### config.mk
export PLATFORM = sky130hd
export DESIGN_NAME = sim_read_arbiter
export DESIGN_NICKNAME = d
export VERILOG_FILES = /design/src/rtl/sim_read_arbiter_pkg.sv /design/src/rtl/sim_read_arbiter.sv
export SDC_FILE = /design/constraint.sdc
export NUM_CORES = 1
export LEC_CHECK = 0
export ABC_AREA = 1
export BUFFER_PORTS_ARGS = -buffer_cell sky130_fd_sc_hd__buf_2
export CORE_MARGIN = 10
export CORE_UTILIZATION = 26
export CTS_BUF_LIST = sky130_fd_sc_hd__clkbuf_2
export CTS_CLUSTER_DIAMETER = 80
export DETAILED_ROUTE_END_ITERATION = 7
export HOLD_SLACK_MARGIN = 0.08
export PLACE_DENSITY = 0.78
export SYNTH_ARGS = -nofsm -noshare
export SYNTH_HDL_FRONTEND = slang
export SYNTH_SLANG_ARGS = --single-unit
### constraint.sdc
create_clock -name clk -period 1.6 [get_ports clk]
set_clock_uncertainty 0.2 [all_clocks]
set_input_delay 0.24 -clock clk [delete_from_list [all_inputs] [get_ports clk]]
set_output_delay 0.24 -clock clk [all_outputs]
set_load 0.05 [all_outputs]
### src/rtl/sim_read_arbiter_pkg.sv
// Shared definitions for the simulation read-channel arbiter.
package sim_read_arbiter_pkg;

    localparam int unsigned BUS_WIDTH = 32;

    typedef enum logic [1:0] {
        ARB_IDLE = 2'd0,
        ARB_ADDR = 2'd1,
        ARB_DATA = 2'd2
    } arb_state_t;

endpackage

### src/rtl/sim_read_arbiter.sv
// Round-robin arbiter sharing one memory read channel between the ir and dr masters,
// with a single outstanding read and data returned only to the issuing requester.
module sim_read_arbiter
    import sim_read_arbiter_pkg::*;
#(
    parameter int unsigned BUS_W = BUS_WIDTH
) (
    input  logic             clk,
    input  logic             rst,
    input  logic             ir_addr_valid,
    input  logic [BUS_W-1:0] ir_addr,
    output logic             ir_addr_ready,
    output logic             ir_data_valid,
    output logic [BUS_W-1:0] ir_data,
    input  logic             ir_data_ready,
    input  logic             dr_addr_valid,
    input  logic [BUS_W-1:0] dr_addr,
    output logic             dr_addr_ready,
    output logic             dr_data_valid,
    output logic [BUS_W-1:0] dr_data,
    input  logic             dr_data_ready,
    output logic             r_addr_valid,
    output logic [BUS_W-1:0] r_addr,
    input  logic             r_addr_ready,
    input  logic             r_data_valid,
    input  logic [BUS_W-1:0] r_data,
    output logic             r_data_ready,
    output logic             busy
);

    arb_state_t state, state_next;
    logic       owner, owner_next;
    logic       last, last_next;
    logic       winner;
    logic       sel;
    logic       req_valid;
    logic       owner_data_ready;

    always_ff @(posedge clk) begin
        if (rst) begin
            state <= ARB_IDLE;
            owner <= 1'b0;
            last  <= 1'b1;
        end else begin
            state <= state_next;
            owner <= owner_next;
            last  <= last_next;
        end
    end

    // Contended requests go to whichever master did not complete last.
    always_comb begin
        winner = 1'b0;
        if (ir_addr_valid && dr_addr_valid) begin
            winner = ~last;
        end else if (dr_addr_valid) begin
            winner = 1'b1;
        end
    end

    assign sel              = (state == ARB_IDLE) ? winner : owner;
    assign req_valid        = sel ? dr_addr_valid : ir_addr_valid;
    assign r_addr           = sel ? dr_addr : ir_addr;
    assign owner_data_ready = owner ? dr_data_ready : ir_data_ready;
    assign busy             = (state != ARB_IDLE);

    always_comb begin
        ir_addr_ready = 1'b0;
        dr_addr_ready = 1'b0;
        ir_data_valid = 1'b0;
        dr_data_valid = 1'b0;
        ir_data       = '0;
        dr_data       = '0;
        r_addr_valid  = 1'b0;
        r_data_ready  = 1'b0;
        state_next    = state;
        owner_next    = owner;
        last_next     = last;
        case (state)
            ARB_IDLE: begin
                // Leftover data (e.g. after a reset mid-read) is drained before any new address.
                if (r_data_valid) begin
                    r_data_ready = 1'b1;
                end else if (req_valid) begin
                    r_addr_valid  = 1'b1;
                    ir_addr_ready = ~winner & r_addr_ready;
                    dr_addr_ready = winner & r_addr_ready;
                    owner_next    = winner;
                    state_next    = r_addr_ready ? ARB_DATA : ARB_ADDR;
                end
            end
            ARB_ADDR: begin
                if (!req_valid) begin
                    state_next = ARB_IDLE;
                end else begin
                    r_addr_valid  = 1'b1;
                    ir_addr_ready = ~owner & r_addr_ready;
                    dr_addr_ready = owner & r_addr_ready;
                    if (r_addr_ready) begin
                        state_next = ARB_DATA;
                    end
                end
            end
            ARB_DATA: begin
                r_data_ready = owner_data_ready;
                if (owner) begin
                    dr_data_valid = r_data_valid;
                    dr_data       = r_data;
                end else begin
                    ir_data_valid = r_data_valid;
                    ir_data       = r_data;
                end
                if (r_data_valid && owner_data_ready) begin
                    last_next  = owner;
                    state_next = ARB_IDLE;
                end
            end
            default: begin
                state_next = ARB_IDLE;
            end
        endcase
    end

endmodule
==> metrics.yaml, run 1 <==
clocking:
  cts-root-buf: "clkbuf_2"
  cts_made_buffers: 3
  cts.path.max_buffers: 2
  htreeDepth: 1
  cts_sinks: 4
logic_synthesis:
  synth-compound-area-share_pct: 2.84
  ys_types: 19
  synth_nets: 310
  yosysWarnings: 0
  yosys.area_share.simple_pct: 35.7
  synth-seq-area-share_pct: 6.27
  synth_top_family_by_area: "multiplexers"
  synth_fa_ha_area_share_pct: 0
  synth_top_area_share_pct: 35.3
  synth-xor-area-share_pct: 0
  syn_inst: 206
  synth_seq_cells: 4
  synth_top_cell_by_area: "mux2_4"
  syn_avg_cell_area_um2: 6.20
  synth.area.mux_share_pct: 37.0
  netlist_area_mm2: 0.00128
  synth.area.top_cells: "mux2_4 35%, nor2_1 20%, inv_1 13%"
floorplan:
  rows: 25
  die_w_um: 90.1
  io_pins: 207
  initial_utilization_pct: 26.9
  die_h_um: 90.1
global_routing:
  grt_max_degree: 8
  grt_antenna_before_repair: 14
run_status:
  outcome: "stopped before the end"
  toolErrorMsg: "[ERROR DPL-0038] Utilization greater than 100%, impossible to legalize"
  lastStage: "5_1_grt"
timing:
  crit_endpoint: "r_addr[20]"
  worstEpCategory: "top-level output"
placement:
  place_ws_ns: -0.280
  gp_congestion: 0.853
  postPlaceCellArea_mm2: 0.00326
  io_buffers: 206
  hpwl_um: 7530
==> synth_stat cells, drive strengths merged <==
| cell type | number |
|---|---|
| dfxtp | 4 |
| clkbuf | 6 |
| nand3 | 9 |
| nor2 | 73 |
| mux2 | 32 |
| o311ai | 1 |
| nand3b | 1 |
| o31ai | 1 |
| o21ai | 1 |
| a21oi | 3 |
| nand4 | 3 |
| buf | 3 |
| nand2 | 22 |
| inv | 47 |
==> kinds of logic after synthesis <==
logic type / Yosys count
buffers and inverters: 56
multiplexers: 32
flip-flops: 4
AO/OA/AOI/OAI: 6
AND/OR/NAND/NOR: 108
==> through the flow <==
step / instances / setup TNS, ns / hold WS [ns]
2_1_floorplan: 206 / -9.40 / 0.0994
3_3_place_gp: 500 / -15.07 / 0.226
3_5_place_dp: 500 / -16.40 / 0.232
4_1_cts: 528 / -37.75 / 0.305
==> repair_timing <==
action                                 4_1_cts
hold buffers                                 1
setup endpoints to repair                  104
resized for setup                          257
pin swaps                                   21
gates cloned                                 7
endpoints found under the hold margin        2
buffers inserted                            18
==> inputs of run 2 (changes only) <==
--- a/config.mk
+++ b/config.mk
@@ -8,12 +8,9 @@
 export ABC_AREA = 1
 export BUFFER_PORTS_ARGS = -buffer_cell sky130_fd_sc_hd__buf_2
 export CORE_MARGIN = 10
-export CORE_UTILIZATION = 26
-export CTS_BUF_LIST = sky130_fd_sc_hd__clkbuf_2
-export CTS_CLUSTER_DIAMETER = 80
+export CORE_UTILIZATION = 29
 export DETAILED_ROUTE_END_ITERATION = 7
-export HOLD_SLACK_MARGIN = 0.08
-export PLACE_DENSITY = 0.78
+export PLACE_DENSITY_LB_ADDON = 0.15
 export SYNTH_ARGS = -nofsm -noshare
 export SYNTH_HDL_FRONTEND = slang
 export SYNTH_SLANG_ARGS = --single-unit
==> constraint.sdc (replaced) <==
create_clock -name clk -period 2.1 [get_ports clk]
set_clock_uncertainty 0.2 [all_clocks]
set_input_delay 0.315 -clock clk [delete_from_list [all_inputs] [get_ports clk]]
set_output_delay 0.315 -clock clk [all_outputs]
set_load 0.05 [all_outputs]
==> metrics.yaml, run 2 <==
layout:
  final_cell_mix: "138 x buf_2, 63 x buf_6, 53 x nor2_1"
  regMostFlops: "state"
  fillerInstances: 335
  final_layout_size_suffix_gt1_share_pct: 71.2
  num-nets-final: 523
  syn2layout_area_growth_pct: 143
  utilization_pct: 71.8
  n_antenna_cell: 0
  layout_commonest_cell: "buf_2"
  reg_top3: "state x2, last x1, owner x1"
  largest_reg_flops: 2
  finalNonFillerCells: 469
setup_path:
  crit_buf_inv: 1
  crit_chain: "nor2_4 > nand3_2 > nand3_2 > nand2_2 > nor2_4 > nand2_2 > a21oi_4 > buf_6"
  cpLargestDelayFamily: "simple AND/OR/NAND/NOR gates"
  cp-start-kind: "flop"
  required_ns: 1.58
  critPathArrivalTime_ns: 1.59
  crit_slowest_cell: "dfxtp_4"
  crit_type: "flop to output pin"
  critPathMaxStageDelay_ns: 0.36
  crit_fanout: 4
  endpoint_kind: "output pin"
timing:
  period_minus_slack_ns: 2.11
  finalSetupViolations: 1
  hold_viol_final: 0
  setup_ws_ns: -0.00907
  fin_crit_sh_pct: 100
  slew_violations: 0
  tightest_slew_ns: 0.329
  slew_headroom_pct: 78.1
  rsz0062_at_grt: "true"
  max_freq_mhz: 474
floorplan:
  core_area_mm2: 0.00432
  dieArea_mm2: 0.00746
  io_pins: 207
  die_w_um: 86.4
  rows: 24
  die_h_um: 86.4
  initial_utilization_pct: 29.5
logic_synthesis:
  synth-edff-count: 0
  synth_top_cell_by_area: "mux2_4"
  syn_avg_cell_area_um2: 6.20
  synth-xor-area-share_pct: 0
  synth_seq_cells: 4
  synth_common_cells: "69 x nor2_1, 43 x inv_1, 30 x mux2_4"
  synth.area.top_cells: "mux2_4 35%, nor2_1 20%, inv_1 13%"
  synth_nets: 310
  synth_top_family_by_area: "multiplexers"
  synth.area.mux_share_pct: 37.0
  synth_fa_ha_area_share_pct: 0
  netlist_area_mm2: 0.00128
  synth-async-reset-ratio_pct: 0
  synth-compound-area-share_pct: 2.84
  syn_inst: 206
  ys_types: 19
  synth.most_common_cell: "nor2_1"
  synthFlopType: "dfxtp_1"
  synth_top_area_share_pct: 35.3
  synth-seq-area-share_pct: 6.27
  yosys.area_share.simple_pct: 35.7
  yosysWarnings: 0
run_status:
  violations: "negative setup slack"
  outcome: "finished with violations"
detailed_routing:
  postRouteAntennaNets: 0
  vias: 2183
  wl_per_cell_um: 18.7
  via_per_inst: 4.65
  drc: 0
  drt_iter0_drc: 72
  wirelength_um: 8760
  firstDrtPassIters: 4
global_routing:
  grt_pass1_wl_um: 11600
  grt_max_degree: 34
  overflow: 0
  first_global_vias: 2184
  grt_usage_pct: 19.0
  grt_antenna_before_repair: 0
power_and_ir_drop:
  p_per_area_mw_per_mm2: 781
  leakage_uw: 0.00194
  worst_ir_drop_vdd_mv: 0.351
clocking:
  cts-root-buf: "clkbuf_8"
  htreeDepth: 1
  cts_sinks: 4
  cts_tree: "done"
  clk_latency_ns: 0.22
  cts_made_buffers: 3
  cts.path.max_buffers: 2
  clk_pin_slew_worst_paths_ns: 0.03
job:
  cap_violations: 0
min_path:
  hold_path_class: "input port to flop"
placement:
  hpwl_um: 6530
  gp_congestion: 0.899
  io_buffers: 206
  dp_cells: 459
  place_ws_ns: 0.0395
## run 2: path summary, 6_finish.rpt
path | cells past startpoint | slack, ns | to | startpoint
worst max-delay path | 8 | -0.009 | dr_addr_ready | state[0]$_SDFFE_PP0P_
worst min register to register | 2 | 0.33 | last$_SDFFE_PP1P_ | last$_SDFFE_PP1P_
worst min-delay path | 2 | 0.08 | owner$_SDFFE_PP0P_ | rst
worst max register to register | 7 | 0.56 | state[1]$_SDFFE_PP0P_ | state[0]$_SDFFE_PP0P_
## run 2: metal layers
layer / vias to the layer above / routed length, µm / GRT usage (%)
li1: 1043 / - / -
met2: 154 / 4670 / 36.1
met3: 9 / 1080 / 8.82
met4: 0 / 97 / 4.12
met1: 977 / 2910 / 18.1
met5: - / 0 / 0
## run 2: worst reg2reg max path, stage by stage (launching register included)
cell	delay (ns)
dfxtp_4	0.36
nor2_4	0.17
nand3_2	0.12
nand3_2	0.11
nand3_1	0.18
nand2_1	0.12
nand3_1	0.07
a21oi_1	0.13
## run 2: area by class of cell
cell class / instances / area [µm²] / share of cell area, %
repair buffers: 217 / 1600 / 51.6
multi-input cells: 146 / 1110 / 35.8
inverters: 47 / 195 / 6.29
flip-flops and latches: 4 / 90.1 / 2.90
well taps: 52 / 65.1 / 2.10
clock buffers: 3 / 41.3 / 1.33
## run 2: metrics by stage
step	cell area (µm²)	total power (µW)	hold slack, ns	TNS [ns]
2_1_floorplan	1300	1460	0.184	-1.20
3_3_place_gp	2380	1810	0.311	0
3_5_place_dp	2380	1810	0.317	0
4_1_cts	2740	2300	0.0810	-0.0864
5_1_grt	3100	2510	0.112	-0.747
6_report	3100	2420	0.0804	-0.00907
## run 2: logic make-up after synthesis
group / Yosys count
mux: 32
buf+inv: 56
simple gates: 108
flops: 4
compound gates: 6
## run 2: power breakdown
part	switching, µW	total [µW]	internal [µW]
logic	1300	2160	852
clock network	40.2	162	122
registers	16.3	105	88.8
total	1360	2420	1060
## run 2: repair_timing
item | 4_1_cts | 5_1_grt
buffers inserted | 4 | 2
endpoints found under the setup margin | 68 | 95
gates cloned | 2 | 1
hold buffers | 0 | 0
pin swaps | 0 | 6
gates resized for setup | 75 | 143
(Power assumes the default switching activity.)
==> inputs of run 3 (changes only) <==
--- a/config.mk
+++ b/config.mk
@@ -10,7 +10,8 @@
 export CORE_MARGIN = 10
 export CORE_UTILIZATION = 29
 export DETAILED_ROUTE_END_ITERATION = 7
-export PLACE_DENSITY_LB_ADDON = 0.15
+export PLACE_DENSITY = 0.82
+export SETUP_SLACK_MARGIN = 0.4
 export SYNTH_ARGS = -nofsm -noshare
 export SYNTH_HDL_FRONTEND = slang
 export SYNTH_SLANG_ARGS = --single-unit
==> metrics.yaml, run 3 <==
run_status:
  outcome: "stopped before the end"
  lastStage: "5_1_grt"
  toolErrorMsg: "[ERROR DPL-0038] Utilization greater than 100%, impossible to legalize"
floorplan:
  die_w_um: 86.4
  die_h_um: 86.4
  rows: 24
  io_pins: 207
  initial_utilization_pct: 29.5
clocking:
  cts_sinks: 4
  cts-root-buf: "clkbuf_8"
  cts_made_buffers: 3
  htreeDepth: 1
  cts.path.max_buffers: 2
placement:
  dp_cells: 465
  hpwl_um: 7160
  postPlaceCellArea_mm2: 0.00303
  gp_congestion: 0.924
  io_buffers: 206
logic_synthesis:
  synth_seq_cells: 4
  synth_top_cell_by_area: "mux2_4"
  synth.most_common_cell: "nor2_1"
  synth-async-reset-ratio_pct: 0
  syn_avg_cell_area_um2: 6.20
  synthFlopType: "dfxtp_1"
  synth_top_area_share_pct: 35.3
  yosysWarnings: 0
  synth_common_cells: "69 x nor2_1, 43 x inv_1, 30 x mux2_4"
  synth-seq-area-share_pct: 6.27
  syn_inst: 206
  netlist_area_mm2: 0.00128
  ys_types: 19
  synth.area.top_cells: "mux2_4 35%, nor2_1 20%, inv_1 13%"
  synth_nets: 310
  synth-edff-count: 0
timing:
  crit_endpoint: "dr_addr_ready"
  worstEpCategory: "top-level output"
global_routing:
  grt_max_degree: 14
[run 3: cell counts after synthesis]
Identical to the previous run, type by type.
[run 3: logic make-up after synthesis]
logic type | after synthesis | synth area share, %
buffers and inverters | 56 | 18.2
AO/OA/AOI/OAI | 6 | 2.84
AND/OR/NAND/NOR | 108 | 35.7
multiplexers | 32 | 37.0
flip-flops | 4 | 6.27
[run 3: metrics by stage]
step	setup TNS [ns]	worst slack [ns]
4_1_cts	-0.498	-0.0357
3_5_place_dp	0	0.0607
3_3_place_gp	0	0.105
2_1_floorplan	0	0.236
[run 3: repair_timing]
action | CTS
gates cloned | 4
endpoints found under the hold margin | 0
gates resized for setup | 226
endpoints found under the setup margin | 102
setup buffers | 10
pin swaps | 7
hold buffers | 0
